===== config.mk =====
export PLATFORM = sky130hd
export DESIGN_NAME = mem_stage_access
export DESIGN_NICKNAME = d
export VERILOG_FILES = /design/src/rtl/pipeline_pkg.sv /design/src/rtl/mem_stage_access.sv
export SDC_FILE = /design/constraint.sdc
export NUM_CORES = 1
export LEC_CHECK = 0
export CAP_MARGIN = 25
export CORE_AREA = 5 5 109 111
export CTS_CLUSTER_DIAMETER = 200
export DETAILED_ROUTE_END_ITERATION = 10
export DIE_AREA = 0 0 114 116
export PLACE_DENSITY = 0.75
export SYNTH_ARGS = -nofsm -noshare
export SYNTH_HDL_FRONTEND = slang
export SYNTH_SLANG_ARGS = --single-unit

===== constraint.sdc =====
create_clock -name clk -period 2.4 [get_ports clk]
set_clock_uncertainty 0.05 [all_clocks]
set_input_delay 0.48 -clock clk [delete_from_list [all_inputs] [get_ports clk]]
set_output_delay 0.48 -clock clk [all_outputs]
set_load 0.05 [all_outputs]

===== src/rtl/pipeline_pkg.sv =====
// rtl/pipeline_pkg.sv - shared MEM-stage field positions, error codes and FSM states
package pipeline_pkg;

  localparam int MEM_READ_BIT  = 1;
  localparam int MEM_WRITE_BIT = 0;

  localparam logic [1:0] ERR_OK       = 2'b00;
  localparam logic [1:0] ERR_MISALIGN = 2'b01;
  localparam logic [1:0] ERR_TIMEOUT  = 2'b10;
  localparam logic [1:0] ERR_ILLEGAL  = 2'b11;

  typedef enum logic [1:0] {
    ST_IDLE = 2'b00,
    ST_REQ  = 2'b01,
    ST_DONE = 2'b10
  } mem_state_e;

endpackage


===== src/rtl/mem_stage_access.sv =====
// rtl/mem_stage_access.sv - MEM-stage load/store responder on a req/ack data-memory bus
module mem_stage_access
  import pipeline_pkg::*;
#(
  parameter int TIMEOUT_CYCLES = 16,
  parameter int ADDR_W         = 32,
  parameter int DATA_W         = 32
) (
  input  logic              clk,
  input  logic              rst_n,
  input  logic [1:0]        mem_ctl_m,
  input  logic [ADDR_W-1:0] alu_out_m,
  input  logic [DATA_W-1:0] write_data_m,
  output logic              stall_m,
  output logic [DATA_W-1:0] read_data_m,
  output logic              done_m,
  output logic [1:0]        err_m,
  output logic              mem_req,
  output logic              mem_we,
  output logic [ADDR_W-1:0] mem_addr,
  output logic [DATA_W-1:0] mem_wdata,
  input  logic              mem_ack,
  input  logic [DATA_W-1:0] mem_rdata
);

  localparam int CNT_W = $clog2(TIMEOUT_CYCLES) + 1;
  localparam logic [CNT_W-1:0] CNT_LAST = CNT_W'(TIMEOUT_CYCLES - 1);

  mem_state_e        state_q, state_d;
  logic [CNT_W-1:0]  count_q, count_d;
  logic              req_q, req_d;
  logic              we_q, we_d;
  logic [ADDR_W-1:0] addr_q, addr_d;
  logic [DATA_W-1:0] wdata_q, wdata_d;
  logic [DATA_W-1:0] rdata_q, rdata_d;
  logic [1:0]        err_q, err_d;

  logic op, illegal, misaligned;

  assign op         = |mem_ctl_m;
  assign illegal    = &mem_ctl_m;
  assign misaligned = |alu_out_m[1:0];

  always_ff @(posedge clk or negedge rst_n) begin
    if (!rst_n) begin
      state_q <= ST_IDLE;
      count_q <= '0;
      req_q   <= 1'b0;
      we_q    <= 1'b0;
      addr_q  <= '0;
      wdata_q <= '0;
      rdata_q <= '0;
      err_q   <= ERR_OK;
    end else begin
      state_q <= state_d;
      count_q <= count_d;
      req_q   <= req_d;
      we_q    <= we_d;
      addr_q  <= addr_d;
      wdata_q <= wdata_d;
      rdata_q <= rdata_d;
      err_q   <= err_d;
    end
  end

  always_comb begin
    state_d = state_q;
    count_d = count_q;
    req_d   = req_q;
    we_d    = we_q;
    addr_d  = addr_q;
    wdata_d = wdata_q;
    rdata_d = rdata_q;
    err_d   = err_q;
    stall_m = 1'b0;
    done_m  = 1'b0;
    err_m   = ERR_OK;

    case (state_q)
      ST_IDLE: begin
        // rst_n gates the combinational stall so it also drops during reset
        stall_m = op & rst_n;
        if (op) begin
          if (illegal) begin
            err_d   = ERR_ILLEGAL;
            rdata_d = '0;
            state_d = ST_DONE;
          end else if (misaligned) begin
            err_d   = ERR_MISALIGN;
            rdata_d = '0;
            state_d = ST_DONE;
          end else begin
            addr_d  = {alu_out_m[ADDR_W-1:2], 2'b00};
            we_d    = mem_ctl_m[MEM_WRITE_BIT];
            wdata_d = write_data_m;
            req_d   = 1'b1;
            count_d = '0;
            state_d = ST_REQ;
          end
        end
      end
      ST_REQ: begin
        stall_m = rst_n;
        // ack is checked first so it wins over a simultaneous timeout
        if (mem_ack) begin
          req_d   = 1'b0;
          rdata_d = we_q ? '0 : mem_rdata;
          err_d   = ERR_OK;
          state_d = ST_DONE;
        end else if (count_q == CNT_LAST) begin
          req_d   = 1'b0;
          rdata_d = '0;
          err_d   = ERR_TIMEOUT;
          state_d = ST_DONE;
        end else begin
          count_d = count_q + CNT_W'(1);
        end
      end
      ST_DONE: begin
        done_m  = 1'b1;
        err_m   = err_q;
        state_d = ST_IDLE;
      end
      default: begin
        state_d = ST_IDLE;
      end
    endcase
  end

  assign read_data_m = rdata_q;
  assign mem_req     = req_q;
  assign mem_we      = we_q;
  assign mem_addr    = addr_q;
  assign mem_wdata   = wdata_q;

endmodule


**Word-level counts from Yosys, hierarchy flattened**

Cells that the tools add are included.

- Muxes and demuxes: 33
- Bitwise logic cells: 3
- Reductions and logical operators: 10
- $add $sub $neg: 1
- Equal/unequal tests: 10

Operator list:

| kind | number |
|---|---|
| 32-bit two-way mux | 6 |
| 32-bit case mux with 2 select lines | 1 |
| 5-bit two-way mux | 5 |
| 2-bit two-way mux | 10 |
| 2-bit inequality test (second input constant) | 5 |
| 5-bit case mux with 2 select lines | 1 |
| 2-bit case mux with 2 select lines | 2 |
| 4-bit AND reduction | 2 |
| 1-bit two-way mux | 6 |
| 3-bit inequality test (second input constant) | 2 |
| 6-bit AND reduction | 1 |
| 5-bit by 1-bit adder with 5-bit output (second input constant) | 1 |
| 5-bit by 4-bit == test with 1-bit output (second input constant) | 1 |
| 5-bit AND reduction | 1 |
| 1-bit case mux with 2 select lines | 2 |
| 2-bit AND reduction | 2 |
| 2-bit OR reduction | 2 |
| 2-bit by 1-bit == test with 1-bit output (second input constant) | 1 |
| 2-bit == test (second input constant) | 1 |
| 2-bit logical NOT | 1 |
| 1-bit NOT | 2 |
| 2-bit nonzero test | 1 |
| 1-bit bitwise AND | 1 |

- Register bits after elaboration: 105
- Output and inout bits: 102
- Word-level logic and storage cells: 65
- Input bits: 101

**Logic depth before layout (Yosys ltp)**

Gate-level depths: netlist (run 1).

- Depth after elaboration: 5
- Gate-level depth with buffers: 7
- Mapped depth without buffers: 6

**Worst setup path before layout (run 1)**

Ideal clock, no wire load.

- Path type: reg2out
- From: reg state_q[0]
- To: out err_m[1]
- Buffers on the path: 1
- Stages on the path, launching flop included: 4
- Arrival time: 1.736 ns
- Data required time: 1.870 ns
- Slack: 0.134 ns
- Cell sequence: dfrtp_1 > buf_2 > nor2_1 > and2_1

- Longest elaborated chain between the ends: 2

Ends and longest elaborated chain:

| element | RTL line | source |
|---|---|---|
| from (decl) | mem_stage_access.sv:29 | `mem_state_e state_q, state_d;` |
| from (signal assigned) | mem_stage_access.sv:55 | `state_q <= state_d;` |
| 2-bit == test | mem_stage_access.sv:79 | `case (state_q)` |
| 2-bit two-way mux | mem_stage_access.sv:79 |  |
| to (decl) | mem_stage_access.sv:17 | `output logic [1:0] err_m,` |

No other way between the ends.

**Final worst setup path (run 1)**

- From: in mem_ctl_m[1]
- To: out stall_m

- Longest elaborated chain between the ends: 3

Ends and longest elaborated chain:

| element | RTL line | source |
|---|---|---|
| from (decl) | mem_stage_access.sv:11 | `input logic [1:0] mem_ctl_m,` |
| 2-bit OR reduction | mem_stage_access.sv:40 | `assign op = \|mem_ctl_m;` |
| 1-bit bitwise AND | mem_stage_access.sv:82 | `stall_m = op & rst_n;` |
| 1-bit case mux with 2 select lines | mem_stage_access.sv:79 |  |
| to (decl) | mem_stage_access.sv:14 | `output logic stall_m,` |

No other way between the ends.

==> flow_summary.toml, run 1 <==
[timing]
fin_crit_sh_pct = 95.98
hold_viol = 0
slew_headroom_pct = 62.79
setup_violations = 0
slew_viol_final = 0
rsz0062_at_grt = "no"
tns_ns = 0
worst_pin_slew_ns = 0.5581
min_period_ns = 2.304
max_freq_ghz = 0.4341

[clock_network]
root_buffer = "clkbuf_8"
clkSlewWorstSetupHoldPaths_ns = 0.10
cts_sinks = 105
insertion_delay_ns = 0.35
htreeDepth = 3
holdBufCountCts = 0
cts_buffer_depth = 2
cts_inserted_buffers = 9
cts_tree = "done"

[synth]
synthFlopType = "dfrtp_1"
synth-async-reset-ratio_pct = 100.0
synth.top_cells.by_count = "dfrtp_1, mux2_4, a22o_1"
yosys.cell_count.top_type = "dfrtp_1"
yosysTopAreaCellShare_pct = 60.47
synthesis.area_sq_um = 4345
netlist_instances = 267
syn_area_per_cell_sq_um = 16.27
synth-seq-cells = 105
ys_seq_area_share_pct = 60.47
synth-edff-count = 0
yosysWarnings = 0
synth.top_cells.by_area = "dfrtp_1, mux2_4, a22o_1"
yosysUniqueCellTypes = 38
yosysTopAreaCell = "dfrtp_1"

[finish]
drive_gt1_share_pct = 21.21
n_fill_cell = 826
nNetsFinal = 579
antenna_cells = 0
final_util_pct = 62.82
area_delta_synth_final_pct = 54.65
final_area_sq_um = 6720

[setup_path]
crit_start = "mem_ctl_m[1]"
crit_type = "in -> out"
slowest_delay_ns = 0.50
reg2reg_setup_slack_ns = 0.15
cp-end-kind = "output pin"
crit_path_top_delay_cell = "clkdlybuf4s50_1"
crit_chain = "clkdlybuf4s50_1 > or3_1 > and3_1 > buf_4"
required_ns = 1.87
r2r-end = "count_q[3]$_DFFE_PN0P_"
cp-start-kind = "primary input"
rr_startpoint = "count_q[0]$_DFFE_PN0P_"
crit_arrival_ns = 1.77
worst-path-buf-inv = 2
cp_max_fo = 6
reg2reg_depth = 6
crit_family = "buffers and inverters"

[power_and_ir_drop]
p_per_area_nw_per_um2 = 1169
p_leak_nw = 3.115
vdd_drop_max_mv = 0.6486

[routing]
initialDrtViolationCount = 114
drcViolationCount = 0
via_per_inst = 4.750
postRouteAntennaNets = 0
vias = 2950
drt-pass1-iter-count = 4
wl_um = 10630
routedWlPerCell_um = 17.11

[global_route]
antenna_found_initial = 0
grt_max_degree = 106
track_usage_pct = 15.84
grt_overflow = 0
grt_pass1_wl_um = 16510
grt_pass1_vias = 3234

[floorplan]
die_h_um = 116
dieWidth_um = 114
dieArea_sq_um = 13220
ios = 203
core_area_sq_um = 10700
core.rowCount = 38
initial_utilization_pct = 40.62

[placed_design]
portBuffers = 200
detailed_place_hpwl_um = 7989
placedInstanceArea_sq_um = 6504
gp_congestion = 0.8121

[min_path]
min_path_type = "in -> async"

[status]
status = "complete, no violations"

[flow_run]
drv_cap = 0
-- cells in the final DEF, fill, tap and decap left out, drive strengths merged, types with 2 or more instances in the layout --
| cell type | n |
|---|---|
| dfrtp | 105 |
| o2111ai | 2 |
| ha | 2 |
| a22o | 32 |
| clkdlybuf4s50 | 195 |
| conb | 2 |
| nand3 | 2 |
| buf | 18 |
| bufinv | 2 |
| nand2b | 2 |
| a21oi | 2 |
| mux2i | 2 |
| o211ai | 2 |
| nor2 | 4 |
| and3 | 2 |
| clkbuf | 10 |
| mux2 | 63 |
| o21ai | 4 |
| inv | 10 |
-- per-layer routing --
layer | routed length [um] | vias up | part of all wire, % | track usage, %
li1 | - | 1379 | - | -
met3 | 964 | 6 | 9.1 | 6.736
met4 | 85 | 0 | 0.80 | 3.246
met2 | 4940 | 136 | 46 | 25.53
met5 | 0 | - | 0 | 0
met1 | 4638 | 1429 | 44 | 20.13
-- worst max path at each step --
stage	slack [ns]	cells after the start	end
3_3_place_gp	0.02	5	mem_wdata[14]$_DFFE_PN0P_
2_1_floorplan	0.13	3	err_m[1]
5_1_grt	0.0006	6	count_q[2]$_DFFE_PN0P_
4_1_cts	0.1	6	count_q[3]$_DFFE_PN0P_
3_5_place_dp	0.000002	5	mem_addr[4]$_DFFE_PN0P_
6_report	0.1	4	stall_m
-- power breakdown --
part	internal [mW]	total [mW]	switching, mW
clock	0.594	1.18	0.582
combinational	1.66	4.05	2.40
sequential	2.30	2.63	0.329
total	4.55	7.85	3.31
-- logic make-up (layout without fill, tap and decap cells) --
logic type / after synthesis / in the layout / synth area share, %
AO/OA/AOI/OAI: 48 / 48 / 9.013
XOR/XNOR: 1 / 1 / 0.2016
adder cells (fa/ha/maj): 2 / 2 / 0.5758
buffers and inverters: 25 / 238 / 4.866
flip-flops: 105 / 105 / 60.47
multiplexers: 65 / 65 / 21.97
other: 1 / 2 / 0.08630
AND/OR/NAND/NOR: 20 / 20 / 2.822
-- state kept, by name (all words and copies together), names as in the netlist --
name and flops:
mem_wdata 32, read_data_m 32, mem_addr 30, count_q 5, err_q 2, state_q 2, mem_req 1, mem_we 1
-- timing repair --
action,in CTS,in global routing
setup endpoints to repair,1,3
resized for setup,1,1
buffers inserted,0,0
-- final cells by class --
cell class	instances	area (sq um)	share of cell area [%]
sequential	105	2628	39.10
timing repair buffer	214	2146	31.93
tap	140	175.2	2.607
inverter	8	30.03	0.4468
clock buffer	10	127.6	1.899
multi-input combinational	138	1524	22.68
clock inverter	6	90.09	1.341
-- per-stage QoR --
step           hold WS [ns]  std cells  setup slack, ns  total power [mW]
2_1_floorplan        0.1344        268           0.1336             5.282
3_3_place_gp         0.4319        605          0.02124             6.674
3_5_place_dp         0.4324        605      0.000001998             6.745
4_1_cts              0.1666        621          0.09860             7.956
5_1_grt              0.1657        621        0.0006311             8.200
6_report             0.1141        621          0.09639             7.854
(Power assumes the default switching activity.)
==> inputs of run 2 (changes only) <==
--- a/config.mk
+++ b/config.mk
@@ -6,11 +6,11 @@
 export NUM_CORES = 1
 export LEC_CHECK = 0
 export CAP_MARGIN = 25
-export CORE_AREA = 5 5 109 111
+export CORE_AREA = 5 5 106 108
 export CTS_CLUSTER_DIAMETER = 200
 export DETAILED_ROUTE_END_ITERATION = 10
-export DIE_AREA = 0 0 114 116
-export PLACE_DENSITY = 0.75
+export DIE_AREA = 0 0 111 113
+export PLACE_DENSITY = 0.88
 export SYNTH_ARGS = -nofsm -noshare
 export SYNTH_HDL_FRONTEND = slang
 export SYNTH_SLANG_ARGS = --single-unit
==> constraint.sdc (replaced) <==
create_clock -name clk -period 2.74 [get_ports clk]
set_clock_uncertainty 0.05 [all_clocks]
set_input_delay 0.548 -clock clk [delete_from_list [all_inputs] [get_ports clk]]
set_output_delay 0.548 -clock clk [all_outputs]
set_load 0.05 [all_outputs]
==> flow_summary.toml, run 2 (synthesized netlist as in run 1, its figures left out) <==
[status]
status = "complete, no violations"

[floorplan]
dieWidth_um = 111
core.rowCount = 37
core_area_sq_um = 10140
ios = 203
initial_utilization_pct = 42.86
dieArea_sq_um = 12540
die_h_um = 113

[global_route]
grt_max_degree = 52
grt_pass1_vias = 3397
track_usage_pct = 18.16
antenna_found_initial = 0
grt_pass1_wl_um = 18140
grt_overflow = 0

[timing]
hold_viol = 0
rsz0062_at_grt = "no"
setup_violations = 0
min_period_ns = 2.581
tns_ns = 0
slew_headroom_pct = 56.41
whs_ns = 0.4625
fin_crit_sh_pct = 94.20
slew_viol_final = 0
max_freq_ghz = 0.3874
worst_pin_slew_ns = 0.6539

[power_and_ir_drop]
clockPowerShare_pct = 15.4
internal_power_mw = 4.017
combPwrFrac_pct = 51.1
p_leak_nw = 3.072
swShare_pct = 41.90
seqPwrFrac_pct = 33.5
p_sw_mw = 2.897
vdd_drop_max_mv = 0.6374
p_per_area_nw_per_um2 = 1040

[finish]
layout_common_cells = "clkdlybuf4s50_1, dfrtp_1, mux2_4"
antenna_cells = 0
final_common_cell = "clkdlybuf4s50_1"
area_delta_synth_final_pct = 53.07
n_fill_cell = 730
nNetsFinal = 572
drive_gt1_share_pct = 18.99

[clock_network]
cts_sinks = 105
cts_buffer_depth = 2
cts_tree = "done"
htreeDepth = 3
cts_setup_buffers = 0
cts_inserted_buffers = 9
clkSlewWorstSetupHoldPaths_ns = 0.09
cts-resized-gates = 0
root_buffer = "clkbuf_8"
insertion_delay_ns = 0.35

[setup_path]
required_ns = 2.14
reg2reg_depth = 6
reg2reg_setup_slack_ns = 0.39
r2r-end = "count_q[2]$_DFFE_PN0P_"
rr_startpoint = "count_q[0]$_DFFE_PN0P_"
cp_max_fo = 11
crit_type = "reg -> out"
crit_arrival_ns = 1.98
cp-end-kind = "output pin"
worstSetupEndpoint = "err_m[1]"
cp-start-kind = "flop"
crit_start = "state_q[0]$_DFFE_PN0P_"

[routing]
vias = 2969
wl_um = 11340
drt-pass1-iter-count = 4
initialDrtViolationCount = 138
drcViolationCount = 0
postRouteAntennaNets = 0
via_per_inst = 4.867
routedWlPerCell_um = 18.58

[placed_design]
portBuffers = 200
detailed_place_hpwl_um = 8464
gp_congestion = 0.8027

[flow_run]
drv_cap = 0

[min_path]
min_path_type = "reg -> reg"
## run 2: routing by layer
metal / up-vias / share of wire [%] / GRT usage, %
li1: 1359 / - / -
met1: 1449 / 41 / 22.21
met2: 142 / 50 / 30.62
met3: 19 / 7.2 / 5.722
met4: 0 / 1.9 / 6.158
met5: - / 0 / 0
## run 2: per-stage QoR
stage	std cells	total power [mW]	util, %	setup WS (ns)	instance area, sq um
6_report	610	6.914	65.61	0.1588	6651
5_1_grt	610	7.212	65.61	0.07247	6651
3_3_place_gp	593	5.802	63.31	0.2344	6419
3_5_place_dp	593	5.894	63.31	0.2185	6419
4_1_cts	610	6.981	65.61	0.1347	6651
2_1_floorplan	268	4.627	-	0.4056	4349
## run 2: timing repair
item                                    in CTS  in global routing
endpoints found under the setup margin       0                  0
hold buffers                                 1                  0
hold endpoints to repair                    12                  0
## run 2: area by class of cell
| cell class | count | area [sq um] | share of cell area (%) |
|---|---|---|---|
| clock buffers | 14 | 162.7 | 2.445 |
| inverters | 8 | 30.03 | 0.4515 |
| multi-input cells | 138 | 1524 | 22.91 |
| well taps | 136 | 170.2 | 2.558 |
| clock inverters | 2 | 60.06 | 0.9029 |
| flip-flops and latches | 105 | 2628 | 39.50 |
| repair buffers | 207 | 2077 | 31.23 |
## run 2: worst max-delay path, cell delays in order, from the launching register on
cell and delay, ns:
dfrtp_1 0.52, nor2_1 0.19, and2_1 0.14, clkdlybuf4s50_1 0.79
## run 2: power by group through the flow
stage	combinational (mW)	clock [mW]	sequential, mW
floorplan	0.823	0	3.80
global placement	3.50	0	2.31
detailed placement	3.56	0	2.34
CTS	3.57	1.10	2.32
global route	3.65	1.18	2.37
finish	3.54	1.06	2.32
## run 2: worst min path at each step
stage                                      startpoint                           to  slack, ns  cells past startpoint
final                     read_data_m[12]$_DFFE_PN0P_  read_data_m[12]$_DFFE_PN0P_       0.46                      1
after global routing      read_data_m[13]$_DFFE_PN0P_  read_data_m[13]$_DFFE_PN0P_       0.48                      1
after CTS                 read_data_m[23]$_DFFE_PN0P_  read_data_m[23]$_DFFE_PN0P_       0.46                      1
after detailed placement                        rst_n    mem_wdata[10]$_DFFE_PN0P_       0.38                      1
after global placement                          rst_n    mem_wdata[12]$_DFFE_PN0P_       0.37                      1
after floorplan                                 rst_n       count_q[0]$_DFFE_PN0P_       0.20                      0
==> inputs of run 3 (changes only) <==
--- a/config.mk
+++ b/config.mk
@@ -11,6 +11,8 @@
 export DETAILED_ROUTE_END_ITERATION = 10
 export DIE_AREA = 0 0 111 113
 export PLACE_DENSITY = 0.88
+export RECOVER_POWER = 50
+export REMOVE_ABC_BUFFERS = 1
 export SYNTH_ARGS = -nofsm -noshare
 export SYNTH_HDL_FRONTEND = slang
 export SYNTH_SLANG_ARGS = --single-unit
==> flow_summary.toml, run 3 (synthesized netlist as in run 1, its figures left out) <==
[finish]
final_area_sq_um = 6615
drive_gt1_share_pct = 18.45
nNetsFinal = 576
final_common_cell = "clkdlybuf4s50_1"
area_delta_synth_final_pct = 52.23
antenna_cells = 0
layout_common_cells = "clkdlybuf4s50_1, dfrtp_1, mux2_4"

[clock_network]
cts_setup_buffers = 0
insertion_delay_ns = 0.34
cts_sinks = 105
cts_tree = "done"
root_buffer = "clkbuf_8"
cts_buffer_depth = 2
clkSlewWorstSetupHoldPaths_ns = 0.09
htreeDepth = 3
cts_inserted_buffers = 9
holdBufCountCts = 0

[flow_run]
drv_cap = 0

[floorplan]
die_h_um = 113
ios = 203
core.rowCount = 37
core_area_sq_um = 10140
dieWidth_um = 111
initial_utilization_pct = 42.86
dieArea_sq_um = 12540

[power_and_ir_drop]
total_power_mw = 6.700
p_per_area_nw_per_um2 = 1013
p_leak_nw = 3.112
vdd_drop_max_mv = 0.6967

[global_route]
antenna_found_initial = 0
grt_max_degree = 57
grt_pass1_wl_um = 17190
grt_overflow = 0
track_usage_pct = 17.14
grt_pass1_vias = 3251

[timing]
rsz0062_at_grt = "no"
slew_viol_final = 0
setup_violations = 0
worst_pin_slew_ns = 1.323
slew_headroom_pct = 11.78
min_period_ns = 2.582
max_freq_ghz = 0.3873
fin_crit_sh_pct = 94.24
hold_viol = 0

[min_path]
min_path_type = "reg -> reg"
holdPathStages = 1

[setup_path]
reg2reg_setup_slack_ns = 0.32
crit_arrival_ns = 1.98
cp-end-kind = "output pin"
crit_type = "reg -> out"
required_ns = 2.14
reg2reg_depth = 6
cp_max_fo = 6
cp-start-kind = "flop"

[routing]
routedWlPerCell_um = 17.61
drcViolationCount = 0
postRouteAntennaNets = 0
initialDrtViolationCount = 78
wl_um = 10800
via_per_inst = 4.822
drt-pass1-iter-count = 4
vias = 2956

[placed_design]
gp_congestion = 0.7992
placedInstanceArea_sq_um = 6456
portBuffers = 200
detailed_place_hpwl_um = 8261

[status]
status = "complete, no violations"
## run 3: changes by cell type in the layout (fill, tap and decap cells not counted)
| cell | change |
|---|---|
| dlygate4sd3_1 | +38 |
| inv_6 | +3 |
| mux2_1 | +7 |
| clkbuf_2 | +2 |
| buf_4 | +2 |
| mux2_4 | -7 |
| clkdlybuf4s50_1 | -40 |
| clkinvlp_4 | +1 |
| clkbuf_8 | -2 |
| bufinv_16 | -1 |
| dlymetal6s2s_1 | +1 |
| clkbuf_1 | -1 |
## run 3: timing repair
item                                    4_1_cts  5_1_grt
endpoints found under the setup margin        0        1
resized for setup                             0        1
hold endpoints to repair                      0        0
## run 3: where the power goes
group,switching (mW),leakage (nW),internal [mW]
clock,0.510,0.0938,0.429
combinational,2.10,1.70,1.35
sequential,0.297,1.32,2.01
## run 3: path summary, 6_finish.rpt
check / startpoint / end
worst max-delay path: state_q[1]$_DFFE_PN0P_ / err_m[0]
worst min-delay path: read_data_m[1]$_DFFE_PN0P_ / read_data_m[1]$_DFFE_PN0P_
worst max register to register: count_q[0]$_DFFE_PN0P_ / count_q[3]$_DFFE_PN0P_
worst min register to register: read_data_m[1]$_DFFE_PN0P_ / read_data_m[1]$_DFFE_PN0P_
max in group asynchronous: rst_n / mem_wdata[14]$_DFFE_PN0P_
min in group asynchronous: rst_n / read_data_m[2]$_DFFE_PN0P_
## run 3: critical path: stages, from the launching register on
cell	delay [ns]
dfrtp_1	0.43
inv_1	0.15
nor3_1	0.21
clkdlybuf4s50_1	0.86
## run 3: routing by layer
layer | up-vias | GRT usage [%] | part of all wire [%]
li1 | 1370 | - | -
met3 | 12 | 5.615 | 7.0
met2 | 124 | 28.03 | 49
met4 | 0 | 5.255 | 1.5
met5 | - | 0 | 0
met1 | 1450 | 21.82 | 43
## run 3: through the flow
stage | std cells | utilization (%) | worst slack, ns | hold WS, ns | setup TNS, ns
after detailed placement | 598 | 63.68 | 0.1292 | 0.4355 | 0
after CTS | 613 | 65.57 | 0.1159 | 0.2661 | 0
after global placement | 598 | 63.68 | 0.1624 | 0.4326 | 0
after global routing | 613 | 65.25 | 0.0005940 | 0.4682 | 0
final | 613 | 65.25 | 0.1577 | 0.4470 | 0
after floorplan | 251 | - | -0.8692 | 0.2024 | -53.12
## run 3: area by class of cell
class / count / area (sq um)
fill: 723 / 3523
multi-input combinational: 138 / 1498
sequential: 105 / 2628
tap: 136 / 170.2
inverter: 8 / 30.03
timing repair buffer: 211 / 2098
clock buffer: 10 / 127.6
clock inverter: 5 / 63.81
